==> src/rtl/buffer_mux_arbiter.sv <==
// -----------------------------------------------------------------------------
// buffer_mux_arbiter
//
// Four-requester round-robin arbiter with a one-beat registered output buffer.
// A granted requester's data is captured into out_data and held until the
// downstream side accepts it (out_valid & out_ready). The requester served at
// an acceptance edge is excluded from arbitration at that same edge, so a
// different requester can be loaded back-to-back without an out_valid gap.
//
// Optional feature (define BUFFER_MUX_ARB_LOCK_EN):
//   adds input `lock`. When lock[selector] and req[selector] are both set at
//   an acceptance edge, the same requester is regranted, it is not masked and
//   the round-robin pointer does not advance.
//
// Ports:
//   clk        in   clock, rising edge
//   rst_n      in   asynchronous active-low reset
//   req        in   [3:0] per-requester transfer requests
//   in_data0-3 in   [DATA_WIDTH-1:0] requester data
//   out_ready  in   downstream acceptance
//   lock       in   [3:0] hold-grant request (only with BUFFER_MUX_ARB_LOCK_EN)
//   out_valid  out  out_data holds an unaccepted beat
//   out_data   out  [DATA_WIDTH-1:0] registered mux output
//   selector   out  [1:0] index of current / last granted requester
//   grant      out  [3:0] one-hot of selector while out_valid, else 0
//   ack        out  [3:0] grant qualified by out_valid & out_ready
//   xfer_cnt   out  [15:0] accepted beat count, wraps
// -----------------------------------------------------------------------------
module buffer_mux_arbiter #(
  parameter int DATA_WIDTH = 40
) (
  input  logic                  clk,
  input  logic                  rst_n,
  input  logic [3:0]            req,
  input  logic [DATA_WIDTH-1:0] in_data0,
  input  logic [DATA_WIDTH-1:0] in_data1,
  input  logic [DATA_WIDTH-1:0] in_data2,
  input  logic [DATA_WIDTH-1:0] in_data3,
  input  logic                  out_ready,
`ifdef BUFFER_MUX_ARB_LOCK_EN
  input  logic [3:0]            lock,
`endif
  output logic                  out_valid,
  output logic [DATA_WIDTH-1:0] out_data,
  output logic [1:0]            selector,
  output logic [3:0]            grant,
  output logic [3:0]            ack,
  output logic [15:0]           xfer_cnt
);

  typedef enum logic {
    IDLE = 1'b0,
    BUSY = 1'b1
  } state_e;

  state_e                state_q, state_d;
  logic [DATA_WIDTH-1:0] data_q, data_d;
  logic [1:0]            sel_q, sel_d;
  logic [1:0]            ptr_q, ptr_d;
  logic [15:0]           cnt_q, cnt_d;

  logic [DATA_WIDTH-1:0] in_data [4];
  assign in_data[0] = in_data0;
  assign in_data[1] = in_data1;
  assign in_data[2] = in_data2;
  assign in_data[3] = in_data3;

  logic accept;
  assign accept = (state_q == BUSY) && out_ready;

  // Lock only matters while the locked requester is still asking.
  logic lock_hold;
`ifdef BUFFER_MUX_ARB_LOCK_EN
  assign lock_hold = lock[sel_q] & req[sel_q];
`else
  assign lock_hold = 1'b0;
`endif

  // ---------------------------------------------------------------------------
  // Round-robin pick. At an acceptance edge the search starts just past the
  // requester being served (the pointer value it is about to take) and that
  // requester is masked out for this one edge only.
  // ---------------------------------------------------------------------------
  logic [3:0] eligible;
  logic [1:0] start;
  logic       found;
  logic [1:0] win;

  // NOTE: every signal driven in always_comb gets a default first so no path
  // leaves it unassigned, which would otherwise infer a latch.
  always_comb begin
    eligible = req;
    start    = ptr_q;
    found    = 1'b0;
    win      = 2'd0;
    if (accept) begin
      start              = sel_q + 2'd1;
      eligible[sel_q]    = 1'b0;
    end
    for (int k = 0; k < 4; k++) begin
      if (!found && eligible[start + 2'(k)]) begin
        found = 1'b1;
        win   = start + 2'(k);
      end
    end
  end

  // ---------------------------------------------------------------------------
  // Next-state logic
  // ---------------------------------------------------------------------------
  always_comb begin
    state_d = state_q;
    data_d  = data_q;
    sel_d   = sel_q;
    ptr_d   = ptr_q;
    cnt_d   = cnt_q;
    unique case (state_q)
      IDLE: begin
        // out_ready is irrelevant here; nothing moves without a request.
        if (found) begin
          state_d = BUSY;
          data_d  = in_data[win];
          sel_d   = win;
        end
      end
      BUSY: begin
        if (out_ready) begin
          cnt_d = cnt_q + 16'd1;
          if (lock_hold) begin
            data_d = in_data[sel_q];
          end else begin
            ptr_d = sel_q + 2'd1;
            if (found) begin
              data_d = in_data[win];
              sel_d  = win;
            end else begin
              state_d = IDLE;
            end
          end
        end
      end
      default: state_d = IDLE;
    endcase
  end

  // NOTE: sequential state uses non-blocking assignments so all registers
  // update together from values sampled before the edge. Every register,
  // including the data buffer, is reset so a discarded beat never leaks out.
  always_ff @(posedge clk or negedge rst_n) begin
    if (!rst_n) begin
      state_q <= IDLE;
      data_q  <= '0;
      sel_q   <= 2'd0;
      ptr_q   <= 2'd0;
      cnt_q   <= 16'd0;
    end else begin
      state_q <= state_d;
      data_q  <= data_d;
      sel_q   <= sel_d;
      ptr_q   <= ptr_d;
      cnt_q   <= cnt_d;
    end
  end

  // ---------------------------------------------------------------------------
  // Outputs
  // ---------------------------------------------------------------------------
  assign out_valid = (state_q == BUSY);
  assign out_data  = data_q;
  assign selector  = sel_q;
  assign grant     = out_valid ? (4'b0001 << sel_q) : 4'b0000;
  assign ack       = grant & {4{out_valid & out_ready}};
  assign xfer_cnt  = cnt_q;

endmodule

==> config.mk <==
export PLATFORM = sky130hd
export DESIGN_NAME = buffer_mux_arbiter
export DESIGN_NICKNAME = d
export VERILOG_FILES = /design/src/rtl/buffer_mux_arbiter.sv
export SDC_FILE = /design/constraint.sdc
export NUM_CORES = 1
export LEC_CHECK = 0
export CORE_UTILIZATION = 40
export CTS_BUF_LIST = sky130_fd_sc_hd__clkbuf_4
export DETAILED_ROUTE_END_ITERATION = 6
export PLACE_DENSITY = 0.88
export SETUP_SLACK_MARGIN = 0.5
export SLEW_MARGIN = 10
export SYNTH_ARGS = -nofsm -noshare
export SYNTH_HDL_FRONTEND = slang
export SYNTH_SLANG_ARGS = --single-unit
==> constraint.sdc <==
create_clock -name clk -period 6.7 [get_ports clk]
set_input_delay 0.67 -clock clk [delete_from_list [all_inputs] [get_ports clk]]
set_output_delay 0.67 -clock clk [all_outputs]
set_load 0.005 [all_outputs]
==> reports/results.ini, run 1 <==
[timing]
finalCritPeriodShare=0.576
tightest_slew_ns=0.780
finalSetupViolations=0
finalSetupTns_ns=0
drv_slew=0
final.setup_skew_ns=0.0110
max_slew_margin=0.480
fin_crit_ns=3.86
rsz0062_at_grt=no
worst_hold_slack_ns=0.441
hold_violations=0
fmax_mhz=259

[floorplan]
dieArea_sq_um=9380
start_util=0.413
dieWidth_um=96.8
ios=234
fp.dieH_um=96.8
core-area_sq_um=8720
fp-row-count=34

[critical_path]
critPathKind=in2reg
rr_worst_depth=7
cp-start-kind=input pin
setup.worst_path.start=out_ready
r2r_end=out_data[3]
r2r_setup_slack_ns=3.10
cp_max_fo=27
worst-endpoint-arrival_ns=4.12
crit_required_ns=6.96
end_kind=flop
rr_startpoint=out_valid

[cts]
cts_tree=built
clkLatencyLatePin_ns=0.38
cts.sinks=61
htree_levels=3
holdBufCountCts=0
numCtsBuffers=9
clockRootBuffer=clkbuf_4
cts_buffer_depth=2
cts_setup_buffers=0
clk_pin_slew_worst_paths_ns=0.11
cts_resized=0

[synthesis]
avgSynthCellArea_sq_um=14.6
synthArstFlopShare=1.00
yosysTopAreaCellShare=0.424
synth.cell_area_sq_um=3600
synth_top_area_cell=dfrtp_1
ys_seq_elements=61
ys_types=36
synth_nets=418
synth-main-ff-cell=dfrtp_1
synth-edff-count=0
ys_warn_count=0
yosysSeqAreaShare=0.424
netlist_instances=246
ys_top_cells_by_area=dfrtp_1 42%, mux4_2 25%, mux2_2 13%

[placement]
place_area_sq_um=6000
dp_hpwl_um=8650
gp_congestion=0.881
io_buffer_count=233

[pwr]
p_leak_nw=2.44
report.power.total_mw=2.15
p_per_area_nw_per_um2=350
peakVddDrop_uv=166

[layout]
nFillCells=604
final_common_cell=clkdlybuf4s50_1
syn_to_final_growth_pct=70.6
multiInputGateArea_sq_um=1960
seqCellArea_sq_um=1530
fin_nets=651
final_area_sq_um=6140
final_cell_mix=232 x clkdlybuf4s50_1, 61 x dfrtp_1, 41 x mux2_2
antenna-diode-count=0
layout-drive-gt1-share=0.221

[route]
highest_layer=met4
wl_met3_um=572
wl_met2_um=5980
ant_nets=0
vias_per_cell=5.23
vias=3098
firstDrtPassIters=4
drc=0
drt_iter0_drc=83
avgRoutedWirePerCell_um=18.1
finalWirelength_um=10700
wl_met1_um=3800

[global_routing]
grt_pass1_vias=3343
grt_antenna_before_repair=0
grt_overflow=0
grt_max_degree=62
grt_pass1_wl_um=17000
grt_usage=0.233

[run]
max-cap-violations=0

[min_path]
hp-class=in2async

[status]
status=completed

[final cells by class]
| type | count | share of cell area |
|---|---|---|
| Timing Repair Buffer | 237 | 0.384 |
| Multi-Input combinational cell | 163 | 0.319 |
| Sequential cell | 61 | 0.249 |
| Tap cell | 108 | 0.0220 |
| Clock buffer | 11 | 0.0135 |
| Clock inverter | 5 | 0.00836 |
| Inverter | 7 | 0.00428 |
[kinds of logic after synthesis]
logic type,after synthesis,share of synthesized area
compound gates,12,0.0271
xor+xnor,15,0.0365
fa+ha+maj,5,0.0174
buf+inv,22,0.0376
flops,61,0.424
mux,84,0.388
simple gates,47,0.0692
[layer usage]
layer,vias up,global-route usage
met1,1508,0.259
met2,158,0.433
met3,28,0.0441
met5,-,0
li1,1404,-
met4,0,0.0987
[sequential cells by signal, indices dropped and copies added (netlist names)]
signal,cells
out_valid,1
selector,2
out_data,40
xfer_cnt,16
ptr_q,2
[synthesized netlist by cell type, types with 2 or more instances]
cell and n:
ha_1 5, mux2_2 41, buf_2 6, and3_1 9
nand3_1 6, o21ai_0 2, nor2_1 6, xor2_1 4
nand2_1 11, dfrtp_1 61, buf_6 6, mux4_2 40
and2_1 5, mux2i_1 2, nand2b_1 2, nor2b_1 2
inv_1 7, xnor2_1 11, clkbuf_1 2, a21oi_1 2
[how the worst max path moves through the flow]
| stage | end | depth (start not counted) |
|---|---|---|
| after global routing | out_data[17] | 8 |
| final | out_data[3] | 8 |
| after floorplan | out_data[0] | 9 |
| after detailed placement | out_data[17] | 8 |
| after global placement | out_data[36] | 8 |
| after CTS | out_data[3] | 8 |
[critical path, cell delays in order]
cell	delay (ns)
clkdlybuf4s50_1	0.61
and2_1	0.31
mux2i_2	0.34
mux2i_1	0.17
o22ai_4	0.57
buf_4	0.58
mux4_2	0.58
mux2_2	0.29
[report_power, final]
part	internal (mW)	switching, mW	leakage, nW	total, mW
clock network	0.120	0.132	0.0743	0.252
registers	0.525	0.107	0.736	0.632
logic	0.819	0.448	1.63	1.27
[metrics by stage]
stage,util,setup WS [ns],instances
global route,0.704,2.57,592
floorplan,-,3.82,246
CTS,0.704,2.79,592
finish,0.704,2.84,592
global placement,0.689,2.51,576
detailed placement,0.689,2.37,576
Power figures use the tool's default switching activity.
==> inputs of run 2 (changes only) <==
--- a/config.mk
+++ b/config.mk
@@ -5,10 +5,10 @@
 export SDC_FILE = /design/constraint.sdc
 export NUM_CORES = 1
 export LEC_CHECK = 0
-export CORE_UTILIZATION = 40
+export CORE_UTILIZATION = 34
 export CTS_BUF_LIST = sky130_fd_sc_hd__clkbuf_4
 export DETAILED_ROUTE_END_ITERATION = 6
-export PLACE_DENSITY = 0.88
+export PLACE_DENSITY = 0.79
 export SETUP_SLACK_MARGIN = 0.5
 export SLEW_MARGIN = 10
 export SYNTH_ARGS = -nofsm -noshare
==> constraint.sdc (replaced) <==
create_clock -name clk -period 3.31 [get_ports clk]
set_input_delay 0.331 -clock clk [delete_from_list [all_inputs] [get_ports clk]]
set_output_delay 0.331 -clock clk [all_outputs]
set_load 0.005 [all_outputs]
==> reports/results.ini, run 2 (same netlist as run 1, synthesis figures left out) <==
[route]
finalWirelength_um=11200  ; was 10700 um
drc=0  ; unchanged
avgRoutedWirePerCell_um=17.6  ; was 18.1 um
vias_per_cell=4.94  ; was 5.23
drt_iter0_drc=69  ; was 83
vias=3145  ; was 3098
ant_nets=0  ; unchanged
firstDrtPassIters=4  ; unchanged

[timing]
rsz0062_at_grt=no  ; unchanged
finalSetupViolations=0  ; unchanged
fmax_mhz=359
finalCritPeriodShare=0.842
tightest_slew_ns=0.812  ; was 0.780 ns
max_slew_margin=0.459  ; was 0.480
drv_slew=0  ; unchanged
final.setup_skew_ns=0.0210  ; was 0.0110 ns
finalSetupTns_ns=0  ; unchanged
fin_crit_ns=2.79
hold_violations=0  ; unchanged

[floorplan]
fp-row-count=37  ; was 34
fp.dieH_um=105  ; was 96.8 um
ios=234  ; unchanged
start_util=0.350  ; was 0.413
dieArea_sq_um=11000  ; was 9380 sq um
core-area_sq_um=10300  ; was 8720 sq um
dieWidth_um=105  ; was 96.8 um

[cts]
htree_levels=3  ; unchanged
cts_buffer_depth=2  ; unchanged
cts_tree=built  ; unchanged
clockRootBuffer=clkbuf_4  ; unchanged
clkLatencyLatePin_ns=0.40  ; was 0.38 ns
clk_pin_slew_worst_paths_ns=0.11  ; about the same
holdBufCountCts=0  ; unchanged
numCtsBuffers=9  ; unchanged
cts.sinks=61  ; unchanged

[layout]
nFillCells=826  ; was 604
seqCellArea_sq_um=1530  ; about the same
largest_reg_flops=40  ; unchanged
syn_to_final_growth_pct=81.5  ; was 70.6%
layout-drive-gt1-share=0.266  ; was 0.221
multiInputGateArea_sq_um=2000  ; was 1960 sq um
final_cell_mix=232 x clkdlybuf4s50_1, 58 x dfrtp_1, 41 x mux2_2  ; was 232 x clkdlybuf4s50_1, 61 x dfrtp_1, 41 x mux2_2
antenna-diode-count=0  ; unchanged
final_common_cell=clkdlybuf4s50_1  ; unchanged
final_area_sq_um=6530  ; was 6140 sq um
fin_nets=667  ; was 651

[placement]
gp_congestion=0.837  ; was 0.881
dp_hpwl_um=8330  ; was 8650 um
place_area_sq_um=6090  ; was 6000 sq um
io_buffer_count=233  ; unchanged

[min_path]
hp-class=in2async  ; unchanged

[run]
max-cap-violations=0  ; unchanged

[critical_path]
cp_num_cells=9  ; was 8
critPathKind=in2reg  ; unchanged
cp_max_fo=9  ; was 27
crit_slowest_cell=clkdlybuf4s50_1  ; unchanged
crit_buf_inv=3  ; was 2
rr_worst_depth=10  ; was 7
worst-endpoint-arrival_ns=3.06  ; was 4.12 ns
end_kind=flop  ; unchanged
path_delay_family=multiplexers  ; unchanged
crit_chain=clkdlybuf4s50_1, and2_1, mux2i_4, o41a_1, o22ai_4, buf_12, clkbuf_16, mux4_2, mux2_2  ; was clkdlybuf4s50_1, and2_1, mux2i_2, mux2i_1, o22ai_4, buf_4, mux4_2, mux2_2
slowest_delay_ns=0.56  ; was 0.61 ns
cp-start-kind=input pin  ; unchanged
crit_required_ns=3.59  ; was 6.96 ns

[global_routing]
grt_pass1_vias=3501  ; was 3343
grt_pass1_wl_um=17000  ; about the same
grt_overflow=0  ; unchanged
grt_antenna_before_repair=0  ; unchanged
grt_max_degree=62  ; unchanged
grt_usage=0.202  ; was 0.233

[pwr]
peakVddDrop_uv=358  ; was 166 uV
report.power.total_mw=4.92  ; was 2.15 mW
p_leak_nw=2.59  ; was 2.44 nW
p_per_area_nw_per_um2=753  ; was 350 nW/um^2

[status]
status=completed  ; unchanged

==> run 2: cell count changes in the layout (fill, tap and decap cells not counted), moves of 2 or more <==
cell / before / now
buf_12: 0 / 5
buf_4: 4 / 8
buf_6: 0 / 3
clkbuf_16: 0 / 3
dfrtp_1: 61 / 58
dfrtp_2: 0 / 3
and3_1: 9 / 7
and3_4: 0 / 2
bufinv_16: 1 / 3
ha_1: 5 / 3
==> run 2: per-stage QoR <==
step | std cells | utilization | hold WS, ns | setup WS (ns)
final | 636 | 0.636 | 0.0961 | 0.523
after global placement | 606 | 0.593 | 0.464 | 0.287
after global routing | 636 | 0.636 | 0.144 | 0.469
after floorplan | 246 | - | 0.0354 | 0.636
after CTS | 626 | 0.617 | 0.0977 | 0.485
after detailed placement | 606 | 0.593 | 0.464 | 0.225
==> run 2: worst paths after layout <==
check	from	slack [ns]	endpoint
setup / recovery	out_ready	0.52	out_data[15]
hold / removal	rst_n	0.1	xfer_cnt[7]
setup reg to reg	selector[0]	0.59	out_data[15]
hold reg to reg	xfer_cnt[15]	0.48	xfer_cnt[15]
max in group asynchronous	rst_n	2.61	selector[1]
min in group clk	xfer_cnt[15]	0.48	xfer_cnt[15]
==> run 2: repair_timing <==
| action | in CTS | in global routing |
|---|---|---|
| pin swaps | 1 | 2 |
| gates cloned | 1 | 4 |
| endpoints found under the setup margin | 40 | 40 |
| gates resized for setup | 3 | 13 |
| buffers inserted | 3 | 6 |
==> run 2: cell type report <==
type                    count  area share
clock inverters             5      0.0151
inverters                   7     0.00402
multi-input cells         163       0.306
clock buffers              11      0.0126
flip-flops and latches     61       0.234
repair buffers            253       0.402
well taps                 136      0.0261
==> run 2: metal layers <==
| metal | share of wire | GRT usage | up-vias | routed length, um |
|---|---|---|---|---|
| met4 | 0.029 | 0.0885 | 0 | 323 |
| met2 | 0.54 | 0.380 | 139 | 6010 |
| met1 | 0.37 | 0.213 | 1545 | 4150 |
| li1 | - | - | 1440 | - |
| met3 | 0.064 | 0.0462 | 21 | 720 |
| met5 | 0 | 0 | - | 0 |
==> run 2: where the power goes <==
group          internal (mW)  switching (mW)  leakage, nW
combinational           1.98           0.997         1.76
clock                  0.397           0.280       0.0985
sequential              1.06           0.200        0.733
total                   3.44            1.48         2.59
